**src/rtl/serial_subtractor_pkg.sv**
```systemverilog
// rtl/serial_subtractor_pkg.sv - shared types and constants for the bit-serial subtractor
package serial_subtractor_pkg;

  // Smallest operand width the datapath and counter are built for.
  localparam int MIN_WIDTH = 2;

  typedef enum logic [1:0] {
    IDLE  = 2'd0,
    SHIFT = 2'd1,
    DONE  = 2'd2
  } state_t;

endpackage

```
**src/rtl/serial_subtractor_sub_cell.sv**
```systemverilog
// rtl/serial_subtractor_sub_cell.sv - combinational one-bit full subtractor (sub_cell)
module sub_cell (
  input  logic a,
  input  logic b,
  input  logic bin,
  output logic d,
  output logic bout
);

  logic d1;
  logic b1;
  logic b2;

  // First half-subtract: a - b.
  assign d1 = a ^ b;
  assign b1 = ~a & b;

  // Second half-subtract: (a - b) - bin.
  assign d  = d1 ^ bin;
  assign b2 = ~d1 & bin;

  // A borrow from either stage propagates out.
  assign bout = b1 | b2;

endmodule

```
**src/rtl/serial_subtractor.sv**
```systemverilog
// rtl/serial_subtractor.sv - bit-serial a-b, LSB first; SERIAL_SUBTRACTOR_OVF_EN enables signed overflow
module serial_subtractor
  import serial_subtractor_pkg::*;
#(
  parameter int WIDTH = 8
) (
  input  logic             clk,
  input  logic             rst,
  input  logic             in_valid,
  output logic             in_ready,
  input  logic [WIDTH-1:0] a,
  input  logic [WIDTH-1:0] b,
  output logic             out_valid,
  input  logic             out_ready,
  output logic [WIDTH-1:0] diff,
  output logic             borrow,
  output logic             ovf,
  output logic             busy
);

  localparam int CW = $clog2(WIDTH);
  localparam logic [CW-1:0] LAST_BIT = CW'(WIDTH - 1);

  state_t           state;
  logic [CW-1:0]    cnt;
  logic [WIDTH-1:0] sh_a;
  logic [WIDTH-1:0] sh_b;
  logic [WIDTH-1:0] res;
  logic             borrow_q;
  logic             out_valid_q;
  logic             cell_d;
  logic             cell_bout;
  logic             last_shift;

  sub_cell u_cell (
    .a    (sh_a[0]),
    .b    (sh_b[0]),
    .bin  (borrow_q),
    .d    (cell_d),
    .bout (cell_bout)
  );

  assign last_shift = (state == SHIFT) && (cnt == LAST_BIT);

  assign in_ready  = (state == IDLE) && !rst;
  assign busy      = (state != IDLE);
  assign out_valid = out_valid_q;
  assign diff      = res;
  assign borrow    = borrow_q;

  // FSM, operand shift registers, result register, borrow and bit counter.
  always_ff @(posedge clk) begin
    if (rst) begin
      state       <= IDLE;
      cnt         <= '0;
      sh_a        <= '0;
      sh_b        <= '0;
      res         <= '0;
      borrow_q    <= 1'b0;
      out_valid_q <= 1'b0;
    end else begin
      case (state)
        IDLE: begin
          if (in_valid) begin
            sh_a     <= a;
            sh_b     <= b;
            borrow_q <= 1'b0;
            cnt      <= '0;
            state    <= SHIFT;
          end
        end
        SHIFT: begin
          res      <= {cell_d, res[WIDTH-1:1]};
          sh_a     <= sh_a >> 1;
          sh_b     <= sh_b >> 1;
          borrow_q <= cell_bout;
          if (cnt == LAST_BIT) begin
            cnt         <= '0;
            out_valid_q <= 1'b1;
            state       <= DONE;
          end else begin
            cnt <= cnt + 1'b1;
          end
        end
        DONE: begin
          if (out_ready) begin
            out_valid_q <= 1'b0;
            state       <= IDLE;
          end
        end
        default: begin
          out_valid_q <= 1'b0;
          state       <= IDLE;
        end
      endcase
    end
  end

`ifdef SERIAL_SUBTRACTOR_OVF_EN
  logic a_msb;
  logic b_msb;
  logic ovf_q;

  // Capture operand sign bits at load; resolve overflow on the final shift edge.
  always_ff @(posedge clk) begin
    if (rst) begin
      a_msb <= 1'b0;
      b_msb <= 1'b0;
      ovf_q <= 1'b0;
    end else if ((state == IDLE) && in_valid) begin
      a_msb <= a[WIDTH-1];
      b_msb <= b[WIDTH-1];
    end else if (last_shift) begin
      ovf_q <= (a_msb ^ b_msb) & (cell_d ^ a_msb);
    end
  end

  assign ovf = ovf_q;
`else
  logic unused_last_shift;
  assign unused_last_shift = last_shift;
  assign ovf = 1'b0;
`endif

endmodule

```
**config.mk**
```make
export PLATFORM = sky130hd
export DESIGN_NAME = serial_subtractor
export DESIGN_NICKNAME = d
export VERILOG_FILES = /design/src/rtl/serial_subtractor_pkg.sv /design/src/rtl/serial_subtractor_sub_cell.sv /design/src/rtl/serial_subtractor.sv
export SDC_FILE = /design/constraint.sdc
export NUM_CORES = 1
export LEC_CHECK = 0
export ABC_AREA = 0
export CAP_MARGIN = 30
export CORE_UTILIZATION = 35
export DETAILED_ROUTE_END_ITERATION = 10
export SKIP_CTS_REPAIR_TIMING = 1
export SLEW_MARGIN = 10
export SYNTH_ARGS = -nofsm -noshare
export SYNTH_HDL_FRONTEND = slang
export SYNTH_HIERARCHICAL = 1
export SYNTH_SLANG_ARGS = --single-unit
```
**constraint.sdc**
```tcl
create_clock -name clk -period 1.45 [get_ports clk]
set_clock_uncertainty 0.05 [all_clocks]
set_input_delay 0.2175 -clock clk [delete_from_list [all_inputs] [get_ports clk]]
set_output_delay 0.2175 -clock clk [all_outputs]
set_load 0.005 [all_outputs]
```
==> summary.txt <==
SYNTH
------------------------------------------------------------------------------------
Synth Cell Area                                                           1380 sq um
Biggest area consumer among synthesized cells                           sky130_fd_sc_hd__dfxtp_1
Cell types with the largest area share after synthesis                  sky130_fd_sc_hd__dfxtp_1 45%, sky130_fd_sc_hd__o221a_1 6.6%, sky130_fd_sc_hd__a21oi_1 5.8%
Cell variety after synth                                                          28
Top_reg_cell synth                                                      sky130_fd_sc_hd__dfxtp_1
Share of flip-flops with an asynchronous set or reset after synthesis              0
Per-instance average area after synthesis                                 9.23 sq um
Cell count after synthesis                                                       149
Sequential share of the synthesized area                                       0.451
Syn nets                                                                         172
Yosys warning count                                                                6
Post-synthesis sequential element count                                           31
Post-synth EDFFs                                                                   0
Post-synth top area share                                                      0.451

SETUP PATH
------------------------------------------------------------------------------------
Buf+Inv Stages, Crit Path                                                          1
Category of the most critical setup path                                register to output port
Crit. Startpoint                                                        out_valid$_SDFFE_PP0P_
Critical Path AT                                                             1.13 ns
Cell class contributing the biggest share of worst-path delay           buffers and inverters
Critical Path Fanout Max                                                           3
CP max stage delay                                                           0.51 ns
Cell breakdown of the critical path                                     clkdlybuf4s50_1
Capturing element type of the critical path                              output port
Cell type of the slowest stage on the worst timing path                 sky130_fd_sc_hd__clkdlybuf4s50_1
R2r startpoint                                                          cnt[0]$_SDFFE_PP0P_
Element type at the critical path start                                     register
Data required time of the critical path                                      1.18 ns

TIMING
------------------------------------------------------------------------------------
Total negative slack                                                            0 ns
Minimum clock period                                                         1.40 ns
Fmax                                                                         717 MHz
Finish-stage setup viols                                                           0
Total count of max-transition violations in the final report                       0
Final Cycle Share                                                              0.962
Unrepaired setup endpoints after global routing                                   no
Number of hold-slack violations in the final timing report                         0

RUN STATUS
------------------------------------------------------------------------------------
Status                                                                     completed

CELLS AND AREA
------------------------------------------------------------------------------------
Final std cell area, no fill                                              1820 sq um
P&R area growth vs syn                                                         32.5%
Ratio of cells with drive above 1 in the final layout                          0.200
Final instance count without filler cells                                        228
Final Net Count                                                                  202
Count of antenna diodes in the layout                                              0

CLOCK NETWORK
------------------------------------------------------------------------------------
CTS tree                                                                        done
Number of H-tree branching levels                                                  2
CTS root buffer                                                         sky130_fd_sc_hd__clkbuf_8
Clock insertion delay at the later pin of the skew report                    0.27 ns
CTS max path bufs                                                                  2
CTS Sinks                                                                         31
Clock buffer count from CTS                                                        5
Register clock-pin slew on the reported worst setup and hold paths           0.06 ns

GLOBAL ROUTING
------------------------------------------------------------------------------------
Largest net degree at the start of global routing                                 32
Number of antenna violations at the first check in global routing                  0
Gr ovfl total                                                                      0
Global-route usage over all layers                                             0.138
Via count of the first global-routing pass                                      1052
Global-route wire length before repair                                  4400 microns

DIE
------------------------------------------------------------------------------------
Number of rows in the core area                                                   22
Area of the die                                                           4180 sq um
Die Y                                                                   64.7 microns
Die span in x                                                           64.7 microns
Initial Util                                                                   0.370
Top-level port count                                                              33
Core area                                                                 3720 sq um

ROUTING
------------------------------------------------------------------------------------
Wire length the detailed router placed on met1                          1230 microns
First DRT Iteration DRCs                                                          73
Number of remaining DRC errors                                                     0
Vias per inst                                                                   4.80
Length of the first detailed-routing pass in iterations                            4
Number of antenna-violating nets in the routed design                              0
Detailed route wirelength on metal3                                      100 microns
Met2 wire length                                                        1260 microns
Post-Route WL                                                           2650 microns
Top Metal Used                                                                  met4
Vias after detailed routing                                                     1094
WL per Instance                                                         11.6 microns

POWER AND IR DROP
------------------------------------------------------------------------------------
Areal power density over the cells                                      1060 nW/um^2
Worst IR Drop VDD                                                             576 uV
Leakage power                                                            0.000708 uW

FLOW RUN
------------------------------------------------------------------------------------
Count of maximum capacitance violations                                            0

PLACEMENT
------------------------------------------------------------------------------------
I/O Buffers                                                                       31
Number of cells after detailed placement                                         220
Instance area at placement                                                1700 sq um
Detailed placement HPWL                                                 1850 microns
Gpl congestion                                                                 0.747

WORST HOLD PATH
------------------------------------------------------------------------------------
Tightest Hold Check Type                                                register to register
Min-Delay Startpoint                                                    diff[0]$_SDFFE_PP0P_

==> layout by cell type, fill, tap and decap left out, types with 5 or more instances in the layout <==
master / Yosys / final
sky130_fd_sc_hd__a21oi_2: 8 / 8
sky130_fd_sc_hd__a21oi_1: 16 / 16
sky130_fd_sc_hd__o221a_2: 6 / 6
sky130_fd_sc_hd__nor2_1: 11 / 11
sky130_fd_sc_hd__inv_1: 19 / 18
sky130_fd_sc_hd__clkbuf_8: 0 / 7
sky130_fd_sc_hd__clkdlybuf4s50_1: 0 / 29
sky130_fd_sc_hd__dfxtp_1: 31 / 26
sky130_fd_sc_hd__nand2_1: 17 / 17
sky130_fd_sc_hd__o221a_1: 8 / 8
sky130_fd_sc_hd__dfxtp_2: 0 / 5
sky130_fd_sc_hd__a22oi_1: 6 / 6
==> flip-flops by register name, summed over array words and instances, names as in the netlist <==
signal and cells:
diff 8, sh_a 8, sh_b 8, cnt 3
state 2, borrow 1, out_valid 1
==> cell type report <==
| class | instances | area, sq um |
|---|---|---|
| Clock buffer | 8 | 100 |
| Fill cell | 355 | 1890 |
| Inverter | 19 | 71.3 |
| Multi-Input combinational cell | 87 | 606 |
| Sequential cell | 31 | 627 |
| Tap cell | 48 | 60.1 |
| Timing Repair Buffer | 35 | 358 |
==> final timing paths <==
| kind | endpoint | slack (ns) | cells after the start |
|---|---|---|---|
| setup / recovery | out_valid | 0.05 | 1 |
| hold reg to reg | diff[0]$_SDFFE_PP0P_ | 0.42 | 2 |
| setup reg to reg | out_valid$_SDFFE_PP0P_ | 0.15 | 5 |
| hold / removal | diff[0]$_SDFFE_PP0P_ | 0.42 | 2 |
==> Yosys cell counts, drive strengths merged, types with 2 or more instances <==
master and count:
ha 2, dfxtp 31, o221a 14, nor2 13, inv 19, buf 11
nand2 18, a22oi 6, a21oi 24
==> metal layers <==
| metal | global-route usage | vias up |
|---|---|---|
| met5 | 0 | - |
| met4 | 0.0667 | 0 |
| met3 | 0.0370 | 5 |
| met2 | 0.242 | 26 |
| met1 | 0.153 | 501 |
| li1 | - | 562 |
==> power breakdown <==
| part | leakage, uW | switching [uW] | internal (uW) |
|---|---|---|---|
| Combinational | 0.000400 | 122 | 142 |
| Clock | 0.0000515 | 297 | 433 |
| Sequential | 0.000257 | 28.3 | 902 |
| Total | 0.000708 | 447 | 1480 |
==> logic make-up after synthesis <==
group,count (synthesis),synth area share
AO/OA/AOI/OAI,46,0.268
AND/OR/NAND/NOR,36,0.119
buffers and inverters,31,0.118
flip-flops,31,0.451
adder cells (fa/ha/maj),3,0.0328
multiplexers,1,0.00728
other,1,0.00273
==> per-stage QoR <==
stage	setup WS [ns]	total power [uW]	hold slack, ns	utilization
floorplan	0.243	1110	0.328	-
global placement	-0.243	1200	0.392	0.457
detailed placement	-0.263	1210	0.411	0.457
CTS	-0.212	1950	0.420	0.484
global route	0.00597	2030	0.439	0.490
finish	0.0550	1920	0.418	0.490
Power figures use the tool's default switching activity.
